**src/rtl/ets_frame_streamer.sv**
```systemverilog
// Reads one complete frame from the ETS triple-buffer read port and streams it
// out on a valid/ready interface, releasing the buffer with r_finish when done.
module ets_frame_streamer #(
  parameter int FRAME_LEN = 2240,
  parameter int AW        = 12,
  parameter int DW        = 32,
  parameter int HOLDOFF   = 4
) (
  input  logic          sys_clk,
  input  logic          reset,
  input  logic          en,
  input  logic          r_valid,
  output logic [AW-1:0] raddr,
  output logic          r_occur,
  input  logic [DW-1:0] rdata,
  output logic          r_finish,
  output logic [DW-1:0] m_tdata,
  output logic          m_tvalid,
  input  logic          m_tready,
  output logic          m_tlast,
  output logic          busy,
  output logic [15:0]   frame_cnt
);

  typedef enum logic [2:0] {
    S_IDLE,
    S_READ,
    S_DRAIN,
    S_FINISH,
    S_HOLD
  } state_t;

  localparam logic [AW-1:0] LAST_ADDR = AW'(FRAME_LEN - 1);
  localparam int            HW        = (HOLDOFF > 1) ? $clog2(HOLDOFF) : 1;
  localparam logic [HW-1:0] HOLD_LAST = HW'((HOLDOFF > 1) ? HOLDOFF - 1 : 0);

  state_t        state;
  logic [AW-1:0] addr;
  logic [HW-1:0] hold_cnt;

  // Read pipeline: one RAM cycle in flight, then a 2-entry skid FIFO.
  logic          inflight;
  logic          inflight_last;
  logic [DW-1:0] fifo_data [2];
  logic          fifo_last [2];
  logic          wr_ptr;
  logic          rd_ptr;
  logic [1:0]    fifo_count;

  logic issue;
  logic push;
  logic pop;

  // Credit check uses only registered state, so m_tready never reaches r_occur;
  // two credits cover the FIFO plus the word still coming out of the RAM.
  assign issue    = (state == S_READ) && ((fifo_count + {1'b0, inflight}) < 2'd2);
  assign push     = inflight;
  assign pop      = m_tvalid && m_tready;

  assign r_occur  = issue;
  assign raddr    = addr;
  assign m_tvalid = (fifo_count != 2'd0);
  assign m_tdata  = fifo_data[rd_ptr];
  assign m_tlast  = m_tvalid && fifo_last[rd_ptr];

  // NOTE: sequential state is written with non-blocking assignments only, so
  // every register sees the pre-edge value of every other register.
  always_ff @(posedge sys_clk) begin
    if (!reset) begin
      state     <= S_IDLE;
      addr      <= '0;
      hold_cnt  <= '0;
      r_finish  <= 1'b0;
      busy      <= 1'b0;
      frame_cnt <= '0;
    end else begin
      r_finish <= 1'b0;
      unique case (state)
        S_IDLE: begin
          if (en && r_valid) begin
            state <= S_READ;
            addr  <= '0;
            busy  <= 1'b1;
          end
        end
        S_READ: begin
          if (issue) begin
            addr <= addr + 1'b1;
            if (addr == LAST_ADDR) state <= S_DRAIN;
          end
        end
        S_DRAIN: begin
          if (pop && m_tlast) begin
            state     <= S_FINISH;
            r_finish  <= 1'b1;
            frame_cnt <= frame_cnt + 1'b1;
          end
        end
        S_FINISH: begin
          // The FINISH cycle is the first of the HOLDOFF cycles, so r_valid is
          // next sampled exactly HOLDOFF cycles after the r_finish pulse.
          addr     <= '0;
          hold_cnt <= HW'(1);
          if (HOLDOFF <= 1) begin
            state <= S_IDLE;
            busy  <= 1'b0;
          end else begin
            state <= S_HOLD;
          end
        end
        S_HOLD: begin
          if (hold_cnt == HOLD_LAST) begin
            state <= S_IDLE;
            busy  <= 1'b0;
          end else begin
            hold_cnt <= hold_cnt + 1'b1;
          end
        end
        default: begin
          state <= S_IDLE;
          busy  <= 1'b0;
        end
      endcase
    end
  end

  // NOTE: the two FIFO data entries are reset as well, because m_tdata is
  // driven straight from the head entry and must read 0 coming out of reset.
  always_ff @(posedge sys_clk) begin
    if (!reset) begin
      inflight      <= 1'b0;
      inflight_last <= 1'b0;
      wr_ptr        <= 1'b0;
      rd_ptr        <= 1'b0;
      fifo_count    <= 2'd0;
      for (int i = 0; i < 2; i++) begin
        fifo_data[i] <= '0;
        fifo_last[i] <= 1'b0;
      end
    end else begin
      inflight      <= issue;
      inflight_last <= (addr == LAST_ADDR);
      if (push) begin
        fifo_data[wr_ptr] <= rdata;
        fifo_last[wr_ptr] <= inflight_last;
        wr_ptr            <= ~wr_ptr;
      end
      if (pop) rd_ptr <= ~rd_ptr;
      unique case ({push, pop})
        2'b10:   fifo_count <= fifo_count + 2'd1;
        2'b01:   fifo_count <= fifo_count - 2'd1;
        default: fifo_count <= fifo_count;
      endcase
    end
  end

endmodule
```
**config.mk**
```make
export PLATFORM = sky130hd
export DESIGN_NAME = ets_frame_streamer
export DESIGN_NICKNAME = d
export VERILOG_FILES = /design/src/rtl/ets_frame_streamer.sv
export SDC_FILE = /design/constraint.sdc
export NUM_CORES = 1
export LEC_CHECK = 0
export CAP_MARGIN = 0
export CORE_MARGIN = 4
export CORE_UTILIZATION = 40
export CTS_CLUSTER_DIAMETER = 200
export DETAILED_ROUTE_END_ITERATION = 6
export PLACE_DENSITY = 0.65
export RECOVER_POWER = 50
export SKIP_CTS_REPAIR_TIMING = 1
export SYNTH_ARGS = -nofsm -noshare
export SYNTH_HDL_FRONTEND = slang
export SYNTH_SLANG_ARGS = --single-unit
```
**constraint.sdc**
```tcl
create_clock -name sys_clk -period 2.2 [get_ports sys_clk]
set_input_delay 0.33 -clock sys_clk [delete_from_list [all_inputs] [get_ports sys_clk]]
set_output_delay 0.33 -clock sys_clk [all_outputs]
set_load 0.05 [all_outputs]
```
After elaboration in Yosys (flattened, before gate mapping)
Memory sizes are Yosys's and may differ from the RTL's. A register that Yosys moved wholly into a read port is not among the register bits. Cells that the tools add are included.

Memories: 2. Bits in registers: 41. Bits in latches: 0. Bits in read-only memories: 0. RAM bits: 66.

Memories: fifo_data (depth 2, width 32, read ports 1, clocked after Yosys merged registers in 1, wr ports 2, line 44) `logic [DW-1:0] fifo_data [2];`; fifo_last (depth 2, width 1, read ports 1, clocked after Yosys merged registers in 1, wr ports 2, line 45) `logic fifo_last [2];`.

Bitwise logic cells: 3. Add/subtract/negate cells: 6. $lt $le $gt $ge: 1. Shift operators: 0. Mux-type cells: 30. Divide/modulo/power cells: 0. Multiply operators: 0. Reductions and logical operators: 19. Equal/unequal tests: 14.

Operators with widths (count): $pmux 12 s3 (1); $mux 32 (1); $reduce_or 32->1 (1); $mux 12 (2); $add 16x1->16 const B (1); $mux 1 (16); $mux 3 (5); $pmux 3 s5 (1); $add 12x1->12 const B (1); $eq 12x12->1 const B (1); $ne 2x2->1 const B (5); $pmux 2 s2 (2); $eq 3x2->1 const B (2); $reduce_and 2->1 (3); $reduce_and 3->1 (2); $reduce_bool 2->1 (3); $logic_and 1x1->1 (5); $reduce_and 5->1 (1); $add 2x1->2 const B (2); $eq 2x2->1 const B (2); $eq 3x1->1 const B (1); $eq 3x3->1 const B (1); $logic_not 3->1 (1); $not 1->1 (3); other kinds (10) (10).

Longest topological paths before layout
Gate-level depths: netlist (run 1).

Word-level depth: 5. Gate-level depth with buffers: 7. Depth with buffers taken out: 6.

Worst setup path after synthesis (run 1)
OpenSTA, ideal clock, no wires.

Kind: register -> output. From: reg state[0]. To: out r_occur. Data arrival time: 1.973 ns. Slack: -0.103 ns. Stages on the path, launching flop included: 5. Required time: 1.870 ns. Path through: dfxtp_1 buf_2 nand3_1 clkbuf_1 nor3_1.

Cells in the longest elaborated chain, start to end: 2.

Ends and longest elaborated chain: start: declaration (line 37) `state_t state;`; start signal: assignment (line 70) `state <= S_IDLE;`; start signal: assignment (line 81) `state <= S_READ;`; start signal: assignment (line 89) `if (addr == LAST_ADDR) state <= S_DRAIN;`; $eq 3x1->1 (line 56) `assign issue = (state == S_READ) && ((fifo_count + {1'b0, inflight}) < 2'd2);`; $logic_and 1x1->1 (line 56); end: declaration (line 14) `output logic r_occur,`.

No other way between the ends.

Worst setup path after layout (run 1)
From: reg state[1]. To: reg frame_cnt[12].

Cells in the longest elaborated chain, start to end: 2.

Ends and longest elaborated chain: $eq 3x2->1 (line 78) `unique case (state)`; $reduce_and 2->1 (no source line); end signal: assignment (line 96) `frame_cnt <= frame_cnt + 1'b1;`; end: declaration (line 22) `output logic [15:0] frame_cnt`.

No other way between the ends. A chain may end at the register's enable or synchronous reset.

==> impl_metrics.ini, run 1 <==
[run_status]
status = completed

[worst_setup_path]
worstSetupEndpoint = frame_cnt[12]$_SDFFE_PN0P_
reg2reg_to = frame_cnt[12]$_SDFFE_PN0P_
required_ps = 2460
critPathLaunch = state[1]$_SDFFE_PN0P_
cp-end-kind = flop
startpoint_type = flop
path_max_fanout = 11
regToRegStartpoint = state[1]$_SDFFE_PN0P_
r2r_slack_ps = 150
path_class = flop to flop
worstPathArrival_ps = 2310
rr_worst_depth = 5

[route]
routed-via-count = 3353
drt_first_pass_iters = 5
first_iter_violations = 137
drc = 0
drt-total-wl_um = 10200
drtAntennaViolNets = 0
wl_per_cell_um = 15.3
via_per_inst = 5.05

[synthesis]
synthCells = 409
yosysMostFrequentCell = and2_1
synth_nets = 450
async_reset_ff_frac = 0
synth_top_area_share = 0.401
synth_seq_area_share = 0.584
synth_edf_count = 64
netlist_area_um2 = 4800
synth_cell_types = 45
synth_common_cells = and2_1, edfxtp_1, dfxtp_1
synth_area_per_cell_um2 = 11.7
synthFlopType = edfxtp_1
ys_warn_count = 0
synthTopCellsByArea = edfxtp_1, dfxtp_1, and2_1, mux2_2, nor2_1
ys_ff_latch = 108
yosys.area.top_type = edfxtp_1

[global_route]
antenna_found_initial = 0
grtUsageTotal = 0.151
grt_first_pass_wirelength_um = 17300
grt_remaining_overflow = 0
grt_max_degree = 34
grt_pass1_vias = 3517

[clock_network]
cts_tree = yes
ctsHtreeMaxLevel = 3
numClockSinks = 108
cts_root_buf = clkbuf_16
cts_buffers = 9
path_clk_slew_ps = 70
cts_max_path_buffers = 2
clkLatencyLatePin_ps = 340

[place]
gp_congestion = 0.768
dpl.hpwl_um = 6960
port_buffers = 101

[timing]
fin_skew_ps = 8.33
holdWs_ps = 478
setup_tns_ps = 0
fmax_mhz = 488
rsz0062_at_grt = false
worst_pin_slew_ps = 1080
setup-violations-final = 0
max-slew-margin-rel = 0.283
fin_crit_sh = 0.932
period_minus_slack_ps = 2050
finalHoldViolations = 0
slew_viol_final = 0

[flow_run]
maxCapViolCount = 0

[pwr]
power_leakage_uw = 0.00241
p_per_area_nw_per_um2 = 735
power.total_uw = 4870
ir_drop_v = 0.000334

[cells_and_area]
area_growth_pct = 38.0
drive_above_1_share = 0.205
fin_nets = 557
fillers = 972
num_antenna_cells = 0

[floorplan]
fp-row-count = 39
die_area_um2 = 13800
die_w_um = 118
die_y_um = 118
core-area_um2 = 11600
start_util = 0.415
pin_count = 102

[worst_hold_path]
hp-class = flop to flop
-- cell usage in the layout, fill, tap and decap left out, types with 6 or more instances in the layout --
cell type	n
a211oi_1	7
a21oi_1	14
and2_0	20
and2_1	47
and3_1	6
buf_12	34
buf_4	9
clkbuf_1	6
clkbuf_16	9
clkdlybuf4s50_1	65
dfxtp_1	44
edfxtp_1	64
inv_1	8
mux2_2	32
nand2_1	13
nand3_1	9
nand4_1	10
nor2_1	34
o21ai_0	8
xnor2_1	13
xor2_1	10
-- per-stage QoR --
step / instance area [µm²] / cells / setup WS, ps / utilization
after floorplan: 4800 / 409 / 78.8 / -
after global placement: 6420 / 648 / 175 / 0.555
after detailed placement: 6420 / 648 / 135 / 0.555
after CTS: 6690 / 664 / 39.6 / 0.578
after global routing: 6620 / 664 / 37.8 / 0.573
final: 6620 / 664 / 149 / 0.573
-- report_power, final --
| group | total (µW) | switching (µW) | internal, µW |
|---|---|---|---|
| logic | 1130 | 606 | 528 |
| clock network | 1480 | 710 | 766 |
| registers | 2260 | 38.6 | 2220 |
| total | 4870 | 1360 | 3510 |
-- registers in the layout, indices dropped and copies added, names as in the netlist, named ones only --
| name | flops |
|---|---|
| r_finish | 1 |
| state | 3 |
| wr_ptr | 1 |
| rd_ptr | 1 |
| fifo_data | 64 |
| hold_cnt | 2 |
| frame_cnt | 16 |
| inflight_last | 1 |
| fifo_last | 2 |
| fifo_count | 2 |
| raddr | 12 |
| inflight | 1 |
| busy | 1 |
-- routing by layer --
| metal | GRT usage | wire [µm] |
|---|---|---|
| met1 | 0.199 | 4810 |
| met4 | 0.0491 | 126 |
| met5 | 0 | 0 |
| met3 | 0.0279 | 364 |
| met2 | 0.254 | 4890 |
-- layout make-up --
type | instances | area [µm²] | share of cell area
Sequential cell | 108 | 2800 | 0.423
Timing Repair Buffer | 118 | 1460 | 0.220
Inverter | 9 | 33.8 | 0.00510
Multi-Input combinational cell | 270 | 1880 | 0.284
Clock buffer | 10 | 229 | 0.0346
Clock inverter | 6 | 40.0 | 0.00605
Tap cell | 143 | 179 | 0.0270
-- critical path, cell delays in order, from the launching register on --
cell and delay [ps]:
dfxtp_1 530, nor2b_1 260, and3_1 350, nand3_4 150
or4_1 520, a21oi_1 160
-- worst min-delay path by stage --
stage                                   from              endpoint  slack (ps)  cells after the start
floorplan           inflight_last$_SDFF_PN0_  fifo_last[1]$_DFF_P_         430                      2
detailed placement      fifo_last[1]$_DFF_P_  fifo_last[1]$_DFF_P_         470                      2
global route        inflight_last$_SDFF_PN0_  fifo_last[1]$_DFF_P_         490                      2
CTS                     fifo_last[1]$_DFF_P_  fifo_last[1]$_DFF_P_         470                      2
finish                  fifo_last[1]$_DFF_P_  fifo_last[1]$_DFF_P_         480                      2
global placement        fifo_last[1]$_DFF_P_  fifo_last[1]$_DFF_P_         460                      2
-- kinds of logic (layout without fill, tap and decap cells) --
kind of cell	after synthesis	in the layout	synth area share
and+or+nand+nor	166	166	0.199
adders and majority gates	4	4	0.0104
DFF	108	108	0.584
AOI/OAI and AO/OA	41	41	0.0555
muxes	36	36	0.0834
xor gates and xnor gates	23	23	0.0420
buffers and inverters	31	143	0.0250
No activity file was read; power rests on OpenSTA's default activity.
==> run 2: changes to the inputs <==
--- a/config.mk
+++ b/config.mk
@@ -12,7 +12,9 @@
 export DETAILED_ROUTE_END_ITERATION = 6
 export PLACE_DENSITY = 0.65
 export RECOVER_POWER = 50
+export SETUP_SLACK_MARGIN = 0.3
 export SKIP_CTS_REPAIR_TIMING = 1
+export SLEW_MARGIN = 20
 export SYNTH_ARGS = -nofsm -noshare
 export SYNTH_HDL_FRONTEND = slang
 export SYNTH_SLANG_ARGS = --single-unit
==> impl_metrics.ini, run 2 (synthesized netlist as in run 1, its figures left out) <==
[floorplan]
die_area_um2 = 13800
die_y_um = 118
core-area_um2 = 11600
die_w_um = 118
fp-row-count = 39
pin_count = 102
start_util = 0.415

[place]
gp_congestion = 0.761
dpl.hpwl_um = 6840
placedCellCount = 648
port_buffers = 101
placed_cell_area_um2 = 6030

[worst_setup_path]
path_max_fanout = 33
startpoint_type = input pin
cp-end-kind = flop
path_class = input pin to flop
critPathSlowestCell = dlygate4sd3_1
slowest_delay_ps = 590
crit_chain = dlygate4sd3_1 -> clkbuf_1 -> inv_1 -> nor3_2 -> buf_12 -> and2_1
worstPathArrival_ps = 2150
required_ps = 2410
crit_family = buffers and inverters
cp_num_buf_inv = 4

[timing]
max-slew-margin-rel = 0.583
rsz0062_at_grt = true
slew_viol_final = 0
fmax_mhz = 517
fin_crit_sh = 0.879
fin_skew_ps = 4.93
worst_pin_slew_ps = 625
setup-violations-final = 0
period_minus_slack_ps = 1930
finalHoldViolations = 0
setup_tns_ps = 0

[worst_hold_path]
hp-class = flop to flop

[route]
via_per_inst = 5.02
drc = 0
drt_first_pass_iters = 5
drtAntennaViolNets = 0
drt-total-wl_um = 10400
wl_per_cell_um = 15.7
first_iter_violations = 128
routed-via-count = 3334

[clock_network]
path_clk_slew_ps = 70
numClockSinks = 108
clkLatencyLatePin_ps = 340
ctsHtreeMaxLevel = 3
cts_tree = yes
cts_max_path_buffers = 2
cts_buffers = 9
cts_root_buf = clkbuf_16

[global_route]
grt_remaining_overflow = 0
grt_first_pass_wirelength_um = 17200
grt_pass1_vias = 3437
grt_max_degree = 34
antenna_found_initial = 0
grtUsageTotal = 0.151

[cells_and_area]
area_growth_pct = 32.2
num_antenna_cells = 0
drive_above_1_share = 0.240
multi_input_area_um2 = 1910
fillers = 1008
largest_reg_flops = 64
final_cell_area_um2 = 6340
seqCellArea_um2 = 2820
largest_register = fifo_data
layout.cells.non_filler = 664
mostFrequentLayoutCell = edfxtp_1
layout_common_cells = edfxtp_1, and2_1, clkdlybuf4s50_1, buf_4, dfxtp_1
fin_nets = 557

[run_status]
status = completed

[pwr]
power_leakage_uw = 0.00272
p_per_area_nw_per_um2 = 736
ir_drop_v = 0.000320

[flow_run]
maxCapViolCount = 0
## run 2: through the flow
step | power (µW) | utilization | worst slack [ps] | hold slack [ps]
floorplan | 2900 | - | 311 | 425
global placement | 3210 | 0.522 | 165 | 439
detailed placement | 3220 | 0.522 | 125 | 446
CTS | 4720 | 0.546 | 53.1 | 466
global route | 4870 | 0.549 | 94.4 | 494
finish | 4670 | 0.549 | 266 | 457
## run 2: layout make-up
cell class,count,area share
repair buffers,118,0.178
flip-flops and latches,108,0.444
clock inverters,7,0.00828
multi-input cells,270,0.301
inverters,9,0.00532
well taps,143,0.0282
clock buffers,9,0.0355
## run 2: worst paths after layout
check,slack [ps],endpoint,from,depth (start not counted)
setup reg to reg,420,frame_cnt[14]$_SDFFE_PN0P_,fifo_count[0]$_SDFFE_PN0P_,5
hold / removal,460,fifo_last[1]$_DFF_P_,inflight_last$_SDFF_PN0_,2
setup / recovery,270,fifo_data[0][0]$_SDFFCE_PN0P_,reset,6
hold reg to reg,460,fifo_last[1]$_DFF_P_,inflight_last$_SDFF_PN0_,2
## run 2: worst register-to-register path, delay by kind of cell (launching register included)
family             cells  cell delay (ps)
AOI/OAI and AO/OA      2              320
and+or+nand+nor        3              910
DFF                    1              480
## run 2: power by group
group	leakage [µW]	total (µW)	switching [µW]	internal, µW
clock network	0.000136	1510	735	774
registers	0.00102	2260	41.2	2220
logic	0.00156	904	564	340
## run 2: metal layers
metal,vias to the layer above,global-route usage,part of all wire
met3,6,0.0384,0.037
met1,1599,0.196,0.46
met5,-,0,0
li1,1661,-,-
met2,68,0.255,0.49
met4,0,0.0374,0.0073
